==> config.mk <==
export PLATFORM = sky130hd
export DESIGN_NAME = seven_segment_scanner
export DESIGN_NICKNAME = d
export VERILOG_FILES = /design/src/rtl/seven_segment_scanner.sv
export SDC_FILE = /design/constraint.sdc
export NUM_CORES = 1
export LEC_CHECK = 0
export CELL_PAD_IN_SITES_DETAIL_PLACEMENT = 1
export CELL_PAD_IN_SITES_GLOBAL_PLACEMENT = 2
export CORE_MARGIN = 2
export CORE_UTILIZATION = 30
export DETAILED_ROUTE_END_ITERATION = 12
export PLACE_DENSITY = 0.83
export SYNTH_ARGS = -nofsm -noshare
export SYNTH_HDL_FRONTEND = slang
export SYNTH_SLANG_ARGS = --single-unit
==> constraint.sdc <==
create_clock -name clk_in -period 2.3 [get_ports clk_in]
set_input_delay 0.46 -clock clk_in [delete_from_list [all_inputs] [get_ports clk_in]]
set_output_delay 0.46 -clock clk_in [all_outputs]
set_load 0.02 [all_outputs]
==> src/rtl/seven_segment_scanner.sv <==
// seven_segment_scanner
//   Time-multiplexed driver for an N-digit common-anode seven-segment display.
//   val_in is captured into a shadow register on val_valid_in and copied to the
//   active register only at a frame boundary, so a digit never tears mid-frame.
//   Each digit slot starts with GUARD cycles of all anodes off (anti-ghosting).
//
// Ports
//   clk_in        system clock
//   rst_in        synchronous, active-high reset
//   val_in        hex value, nibble k -> digit k (digit 0 = rightmost)
//   val_valid_in  one-cycle load strobe for the shadow register
//   digit_en_in   live per-digit enable (0 = dark)
//   blank_lz_in   1 = blank leading zeros (digit 0 never blanked)
//   cat_out       cathodes, active-low, bit0 = a .. bit6 = g
//   an_out        anodes, active-low, at most one low
//   frame_out     one-cycle pulse on the first cycle of a new frame
module seven_segment_scanner #(
    parameter int COUNT_PERIOD = 100000,
    parameter int GUARD        = 4,
    parameter int NUM_DIGITS   = 8
) (
    input  logic                    clk_in,
    input  logic                    rst_in,
    input  logic [4*NUM_DIGITS-1:0] val_in,
    input  logic                    val_valid_in,
    input  logic [NUM_DIGITS-1:0]   digit_en_in,
    input  logic                    blank_lz_in,
    output logic [6:0]              cat_out,
    output logic [NUM_DIGITS-1:0]   an_out,
    output logic                    frame_out
);
    localparam int CW = (COUNT_PERIOD > 1) ? $clog2(COUNT_PERIOD) : 1;
    localparam int IW = (NUM_DIGITS > 1) ? $clog2(NUM_DIGITS) : 1;
    localparam logic [CW-1:0] CNT_LAST  = CW'(COUNT_PERIOD - 1);
    localparam logic [CW-1:0] CNT_GUARD = CW'(GUARD);
    localparam logic [IW-1:0] IDX_LAST  = IW'(NUM_DIGITS - 1);

    logic [CW-1:0]                cnt_q, cnt_d;
    logic [IW-1:0]                idx_q, idx_d;
    logic [NUM_DIGITS-1:0][3:0]   shadow_q, shadow_d;
    logic [NUM_DIGITS-1:0][3:0]   active_q, active_d;
    logic [NUM_DIGITS-1:0]        an_q, an_d;
    logic [6:0]                   cat_q, cat_d;
    logic                         frame_q, frame_d;
    logic [NUM_DIGITS-1:0]        lz;
    logic                         lit;

    // Segment pattern (1 = segment on), bit0 = a .. bit6 = g.
    function automatic logic [6:0] glyph(input logic [3:0] h);
        case (h)
            4'h0: glyph = 7'h3F;
            4'h1: glyph = 7'h06;
            4'h2: glyph = 7'h5B;
            4'h3: glyph = 7'h4F;
            4'h4: glyph = 7'h66;
            4'h5: glyph = 7'h6D;
            4'h6: glyph = 7'h7D;
            4'h7: glyph = 7'h07;
            4'h8: glyph = 7'h7F;
            4'h9: glyph = 7'h6F;
            4'hA: glyph = 7'h77;
            4'hB: glyph = 7'h7C;
            4'hC: glyph = 7'h39;
            4'hD: glyph = 7'h5E;
            4'hE: glyph = 7'h79;
            default: glyph = 7'h71;
        endcase
    endfunction

    // Digit k is a leading zero when it and every more-significant nibble are 0.
    assign lz[0] = 1'b0;
    for (genvar k = 1; k < NUM_DIGITS; k++) begin : g_lz
        assign lz[k] = blank_lz_in && (active_q[NUM_DIGITS-1:k] == '0);
    end

    always_comb begin
        cnt_d    = cnt_q + CW'(1);
        idx_d    = idx_q;
        active_d = active_q;
        shadow_d = val_valid_in ? val_in : shadow_q;
        frame_d  = 1'b0;
        if (cnt_q == CNT_LAST) begin
            cnt_d = '0;
            if (idx_q == IDX_LAST) begin
                // Transfer uses the pre-update shadow; a same-cycle load waits a frame.
                idx_d    = '0;
                active_d = shadow_q;
                frame_d  = 1'b1;
            end else begin
                idx_d = idx_q + IW'(1);
            end
        end

        lit   = (cnt_q >= CNT_GUARD) && digit_en_in[idx_q] && !lz[idx_q];
        an_d  = '1;
        cat_d = 7'h7F;
        if (lit) begin
            an_d[idx_q] = 1'b0;
            cat_d       = ~glyph(active_q[idx_q]);
        end
    end

    always_ff @(posedge clk_in) begin
        if (rst_in) begin
            cnt_q    <= '0;
            idx_q    <= '0;
            shadow_q <= '0;
            active_q <= '0;
            an_q     <= '1;
            cat_q    <= 7'h7F;
            frame_q  <= 1'b0;
        end else begin
            cnt_q    <= cnt_d;
            idx_q    <= idx_d;
            shadow_q <= shadow_d;
            active_q <= active_d;
            an_q     <= an_d;
            cat_q    <= cat_d;
            frame_q  <= frame_d;
        end
    end

    assign an_out    = an_q;
    assign cat_out   = cat_q;
    assign frame_out = frame_q;

endmodule

# Yosys cells after proc, flatten, opt, wreduce, memory -nomap -nowiden
# Memory sizes are Yosys's and may differ from the RTL's.
# Index checks and enable logic that the tools add are counted.
# op_classes
addsub	2
n_mul	0
div_mod_pow	0
order_cmp	3
n_eq_ne	2
shifts	0
muxes	11
bitwise_logic	4
reduce_logical	22
# op_table
cell	n
$logic_not 28->1	1
$logic_not 24->1	1
$logic_not 20->1	1
$add 17x1->17 const B	1
$eq 17x17->1 const B	1
$ge 17x3->1 const B	1
$logic_not 16->1	1
$bmux 4 s3	1
$logic_not 12->1	1
$logic_and 1x1->1	10
$logic_not 8->1	1
$not 8->8	1
$mux 7	1
$not 7->7	1
$bmux 1 s3	2
$reduce_or 2->1	3
$logic_not 4->1	1
$lt 3x4->1 const B	1
$mux 1	4
$mux 4	1
$add 3x1->3 const B	1
$demux 1 s3	1
$eq 3x3->1 const B	1
$ge 3x1->1 const B	1
other kinds (4)	5
# word_totals
ff_bits	100
latch_bits	0
ramBits	0
mem_bits_ro	112
inputBits	44
memories	1
# memory_table
name	words	width	rd	rd_ports_with_merged_regs	wr	line_no	rtl
(name not given)	16	7	1	0	0	50	case (h)

# Logic depth before layout (Yosys ltp)
# Gate-level depths: netlist of the first run.
# depth
word_depth	8
depth_mapped	11

# Worst setup path after synthesis of the first run
# Ideal clock, no wire load.
# synth_path
path_type	register to register
from	reg idx_q[1]
to	reg cat_q[3] (netlist: cat_out[3])
setup_time_ns	0.131
t_arrival_ns	2.061
t_required_ns	2.169
setup_slack_ns	0.108
path_stages_with_launch	10
path_buffers	1
synth_period_minus_slack_ns	2.192
path_cell_list	dfxtp_1 buf_2 mux4_2 mux2i_1 inv_1 ha_1 inv_1 nor2_1 o21ai_0 o211ai_1
# synth_between
elab_chain_len	6
elab_cells_between_ends	14
cone_classes	7 x mux; 2 x bitwise; 4 x reduce/logical; 1 x memory
# synth_lines
item	line_no	rtl
start: declaration	39	logic [IW-1:0] idx_q, idx_d;
start signal: assignment	114	idx_q <= idx_d;
branches (longest 6 deep; another with $mem_v2 16x7)	-	
end signal: assignment	118	cat_q <= cat_d;
end: declaration	43	logic [6:0] cat_q, cat_d;
# Parallel ways; which one is timed is not known. The select of a mux whose other input is x is not followed.
# A chain may end at the register's enable or synchronous reset.

# Worst setup path after layout of the first run
# Ends and elaborated chain as after synthesis.

==> results of run 1 <==
==> cells by family (layout without fill, tap and decap cells) <==
kind of cell,Yosys count,in the layout,synth area share (%)
and+or+nand+nor,200,200,20.6
DFF,100,100,46.4
AOI/OAI and AO/OA,60,60,8.99
muxes,51,51,13.4
buffers and inverters,39,101,4.93
xor gates and xnor gates,15,15,3.05
adders and majority gates,9,9,2.61
==> through the flow <==
stage	area (sq um)	util (%)	hold slack, ps	cells
6_report	5400	38.6	459	716
5_1_grt	5400	38.6	472	716
4_1_cts	5390	38.6	464	716
3_5_place_dp	5100	36.5	455	700
3_3_place_gp	5100	36.5	439	700
2_1_floorplan	4310	-	429	474
==> final cells by class <==
class | count | area [sq um]
clock buffer | 12 | 267
clock inverter | 4 | 22.5
fill | 1624 | 8590
inverter | 10 | 37.5
multi-input combinational | 335 | 2100
sequential | 100 | 2000
tap | 180 | 225
timing repair buffer | 75 | 738
==> sequential cells by signal, indices dropped and copies added, names as in the netlist <==
| register | cells |
|---|---|
| active_q | 32 |
| an_out | 8 |
| shadow_q | 32 |
| idx_q | 3 |
| cnt_q | 17 |
| cat_out | 7 |
| frame_out | 1 |
==> path summary, 6_finish.rpt <==
path,startpoint,endpoint
setup reg to reg,idx_q[1],cat_out[3]
hold reg to reg,active_q[3],active_q[3]
setup / recovery,idx_q[1],cat_out[3]
hold / removal,active_q[3],active_q[3]
==> worst max-delay path, cell delays in order (launching register included) <==
cell and delay (ps):
dfxtp_2 440, mux4_2 560, mux2i_2 250, inv_1 110
ha_1 230, inv_1 90, nor2_1 60, o21ai_0 170
o211ai_1 110
==> layer usage <==
metal	wire length (um)	vias to the layer above
li1	-	1730
met1	5000	1639
met2	4870	65
met3	457	10
met4	150	0
met5	0	-
==> power groups by stage <==
| stage | clock network (mW) | logic [mW] | registers (mW) |
|---|---|---|---|
| 4_1_cts | 1.50 | 0.200 | 1.80 |
| 6_report | 1.44 | 0.195 | 1.80 |
| 3_5_place_dp | 0 | 0.199 | 1.84 |
| 2_1_floorplan | 0 | 0.0988 | 1.83 |
| 5_1_grt | 1.57 | 0.218 | 1.80 |
| 3_3_place_gp | 0 | 0.193 | 1.83 |
==> timing repair <==
item	in CTS	in global routing
cloned	0	0
pin swaps	0	0
setup endpoints to repair	1	7
resized for setup	1	2
==> placed cells by master (no fill, tap or decap), types with 2 or more instances in the layout <==
cell | synthesis | final
nand3_1 | 20 | 20
nor4_1 | 10 | 10
dfxtp_1 | 100 | 98
clkbuf_8 | 0 | 3
and2_1 | 4 | 4
and4_1 | 2 | 2
clkbuf_16 | 0 | 9
nand4_1 | 3 | 3
o211ai_1 | 3 | 3
ha_1 | 9 | 9
buf_4 | 3 | 13
mux2_2 | 4 | 4
a31oi_1 | 2 | 2
nor2_1 | 64 | 64
a21oi_2 | 5 | 5
xnor2_1 | 5 | 5
xor2_1 | 10 | 10
buf_2 | 5 | 2
clkdlybuf4s50_1 | 0 | 57
o21ai_0 | 6 | 6
mux4_2 | 4 | 4
a21oi_1 | 28 | 28
o21a_1 | 2 | 2
clkinv_2 | 0 | 3
nor3_1 | 4 | 4
inv_1 | 10 | 10
mux2i_1 | 42 | 41
buf_12 | 0 | 3
dfxtp_2 | 0 | 2
and3_1 | 2 | 2
o22ai_1 | 3 | 3
nand2_1 | 81 | 81
nor2b_1 | 2 | 2
==> impl_metrics.tcl, run 1 <==
set metrics [dict create \
    r2r_slack_ps 160 \
    clock_latency_ps 350 \
    synth_most_common_cell "dfxtp_1" \
    grt.busiest_layer "met2" \
    synthDistinctLibCells 51 \
    startpoint_type "flip-flop" \
    intPower_mw 2.70 \
    insertedDiodeCount 0 \
    wl_per_cell_um 14.6 \
    synthCells 474 \
    ctsHoldBuffers 0 \
    hold_violations 0 \
    yosys-top-cells-area "dfxtp_1 (46%), mux2i_1 (9.7%), nand2_1 (7.0%)" \
    start_util_pct 30.8 \
    grt-ovfl-total 0 \
    hold_depth 2 \
    p_comb_share_pct 5.7 \
    crit_required_ps 2520 \
    cap_violations 0 \
    yosys_register_bits 100 \
    post-cts-setup-buffers 0 \
    tns_ps 0 \
    die_h_um 124 \
    met2_usage_pct 24.0 \
    drive_above_1_share_pct 10.6 \
    clkTransAtPathRegs_ps 60 \
    pin_count 60 \
    crit_path_end_kind "flip-flop" \
    rows 43 \
    area_delta_synth_final_pct 25.1 \
    cts_max_level 3 \
    drt-initial-drc-count 195 \
    grt_pass1_wl_mm 17.4 \
    clock-sinks 100 \
    hold_path_class "flip-flop to flip-flop" \
    yosys_warnings 0 \
    ir_drop_mv 0.388 \
    p_total_mw 3.43 \
    die-width_um 124 \
    synthArstFlopShare_pct 0 \
    finalWirelength_mm 10.5 \
    grt_pass1_vias 3544 \
    arrival_ps 2360 \
    synth_edf_count 0 \
    cts_tree "done" \
    via_per_inst 4.81 \
    max_slew_margin_pct 52.0 \
    grt_use_met3_pct 4.30 \
    yosysTopAreaCell "dfxtp_1" \
    syn_nets 527 \
    antenna_found_initial 0 \
    maxSlewViolCount 0 \
    criticalPathCategory "flip-flop to flip-flop" \
    max_freq_ghz 0.467 \
    avgSynthCellArea_sq_um 9.10 \
    synth_flop_cell "dfxtp_1" \
    layout_setup_ws_ps 157 \
    remaining_drc_errors 0 \
    synth_top_area_share_pct 46.4 \
    switching_share_pct 21.4 \
    reg2regPathDepth 8 \
    ant_nets 0 \
    p_sw_mw 0.734 \
    dr.pass1.iters 4 \
    power_leakage_nw 2.03 \
    syn-cell-area_sq_um 4310 \
    grt_max_degree 69 \
    gp_congestion 0.854 \
    rsz0062_at_grt "no" \
    met1_usage_pct 18.4 \
    period_needed_ps 2140 \
    fin_crit_sh_pct 93.2 \
    portBuffers 59 \
    p_per_area_nw_per_um2 636 \
    cp_max_fo 8 \
    seqPwrFrac_pct 52.3 \
    ys_top_cells_by_count "dfxtp_1 (100), nand2_1 (81), nor2_1 (64), mux2i_1 (42), a21oi_1 (28)" \
    fin_skew_ps 9.50 \
    track_usage_pct 14.6 \
    finalNetCount 584 \
    dpl_worst_slack_ps 3.93 \
    cts-buffers-inserted 9 \
    core_area_sq_um 14000 \
    clockRootBuffer "clkbuf_16" \
    dieArea_sq_um 15400 \
    cts_max_path_buffers 2 \
    p_clk_share_pct 42.0 \
    setup_violations 0 \
    status "complete, no violations" \
    worstMarginPinSlew_ps 720 \
    dp_hpwl_mm 7.72 \
    yosysSeqAreaShare_pct 46.4 \
    vias 3444 \
]
Note: power is estimated with default switching activity, not from simulation.
==> inputs of run 2 (changes only) <==
--- a/config.mk
+++ b/config.mk
@@ -7,6 +7,7 @@
 export LEC_CHECK = 0
 export CELL_PAD_IN_SITES_DETAIL_PLACEMENT = 1
 export CELL_PAD_IN_SITES_GLOBAL_PLACEMENT = 2
+export CORE_ASPECT_RATIO = 1.5
 export CORE_MARGIN = 2
 export CORE_UTILIZATION = 30
 export DETAILED_ROUTE_END_ITERATION = 12
==> run 2 against run 1 <==
  * Non-clock buffer count is 2 higher
  * Setup slack improved by 16 ps
  * Largest cell class unchanged
  * Critical path depth is the same
  * Flip-flop and latch count stayed put
  * Clock power grew 8%
==> impl_metrics.tcl, run 2 (synthesis results as in run 1) <==
set metrics [dict create \
    drt-initial-drc-count 131 \
    rsz0062_at_grt "no" \
    utilization_pct 38.5 \
    clock-sinks 100 \
    ant_nets 0 \
    rows 53 \
    crit_required_ps 2580 \
    reg2reg_from "idx_q[0]" \
    reg2regPathDepth 8 \
    cts_max_level 3 \
    grt_max_degree 66 \
    arrival_ps 2410 \
    register_area_sq_um 2000 \
    die-width_um 102 \
    cpMostUsedCell "buf_4" \
    r2r_slack_ps 170 \
    hold_depth 2 \
    p_total_mw 3.56 \
    wl_per_cell_um 14.9 \
    tns_ps 0 \
    clkTransAtPathRegs_ps 70 \
    max_freq_ghz 0.470 \
    hp-start "rst_in" \
    grt_pass1_vias 3690 \
    worstMarginPinSlew_ps 682 \
    grt-ovfl-total 0 \
    maxSlewViolCount 0 \
    max_slew_margin_pct 54.5 \
    cts_max_path_buffers 2 \
    p_per_area_nw_per_um2 656 \
    cp_max_fo 10 \
    cts_tree "done" \
    core_area_sq_um 14100 \
    critPathBufInv 2 \
    grt_pass1_wl_mm 17.9 \
    finalNetCount 586 \
    remaining_drc_errors 0 \
    startpoint "idx_q[0]" \
    drive_above_1_share_pct 11.0 \
    clockRootBuffer "clkbuf_16" \
    antenna_found_initial 0 \
    portBuffers 59 \
    finalWirelength_mm 10.9 \
    crit_path_end_kind "flip-flop" \
    dr.pass1.iters 4 \
    vias 3486 \
    clock_latency_ps 350 \
    reg_top3 "active_q (32), shadow_q (32), cnt_q (17)" \
    nFillCells 1642 \
    critPathSlowestCell "a221oi_2" \
    setup_violations 0 \
    die_h_um 151 \
    whs_endpoint "idx_q[0]" \
    final_cell_mix "dfxtp_1 (98), nand2_1 (81), nor2_1 (64)" \
    crit_chain "buf_4 -> buf_4 -> nand2_1 -> o22ai_1 -> a221oi_2 -> nor2_1 -> o21a_1 -> o21ai_1" \
    r2r-end "cat_out[0]" \
    cpPeakStageDelay_ps 520 \
    insertedDiodeCount 0 \
    layout_commonest_cell "dfxtp_1" \
    period_needed_ps 2130 \
    power_leakage_nw 2.04 \
    fin_skew_ps 7.95 \
    startpoint_type "flip-flop" \
    via_per_inst 4.78 \
    dieArea_sq_um 15400 \
    ir_drop_mv 0.283 \
    fin_crit_sh_pct 92.5 \
    pin_count 60 \
    cap_violations 0 \
    cts-buffers-inserted 9 \
    cp_top_family "compound AO/OA/AOI/OAI gates" \
    hold_violations 0 \
    criticalPathCategory "flip-flop to flip-flop" \
    start_util_pct 30.7 \
    dp_hpwl_mm 8.21 \
    ctsHoldBuffers 0 \
    gp_congestion 0.861 \
    track_usage_pct 14.9 \
    status "complete, no violations" \
    area_delta_synth_final_pct 25.6 \
    hold_path_class "input pin to flip-flop" \
    multi_input_area_sq_um 2100 \
]
## run 2: layout make-up
class                      instances  area share, %
timing repair buffer              77           13.4
clock buffer                       9           4.16
inverter                          10          0.693
sequential                       100           37.0
clock inverter                     7           1.52
tap                              192           4.43
multi-input combinational        335           38.8
## run 2: where the power goes
group	switching [mW]	total, mW	leakage, nW	internal [mW]
Clock	0.702	1.56	0.145	0.861
Combinational	0.0840	0.197	1.08	0.113
Sequential	0.0252	1.80	0.814	1.77
Total	0.812	3.56	2.04	2.74
## run 2: layer usage
layer	part of all wire, %	GRT usage, %	up-vias
met4	2.4	6.67	0
li1	-	-	1732
met1	41	16.2	1680
met5	0	0	-
met2	54	27.0	57
met3	3.2	3.46	17
## run 2: per-stage QoR
stage                     worst slack, ps  std cells  hold WS, ps  instance area (sq um)
final                                 173        730          380                   5420
after global routing                 26.2        730          393                   5420
after CTS                            35.8        730          388                   5420
after detailed placement             47.1        714          455                   5110
after global placement                139        714          442                   5110
after floorplan                       108        474          429                   4310
## run 2: worst max path at each step
stage	to	slack (ps)	depth (start not counted)
finish	cat_out[0]	170	8
detailed placement	cat_out[0]	50	7
CTS	cat_out[0]	40	7
floorplan	cat_out[3]	110	9
global route	cat_out[3]	30	8
global placement	cat_out[2]	140	5
## run 2: worst reg2reg max path: cells and delay by family (launching register included)
kind	cells	cell delay [ps]
compound gates	4	1020
buf+inv	2	340
flops	1	380
simple gates	2	310
## run 2: timing repair
action | in CTS | in global routing
setup buffers | 0 | 0
setup endpoints to repair | 0 | 6
gates resized for setup | 0 | 3
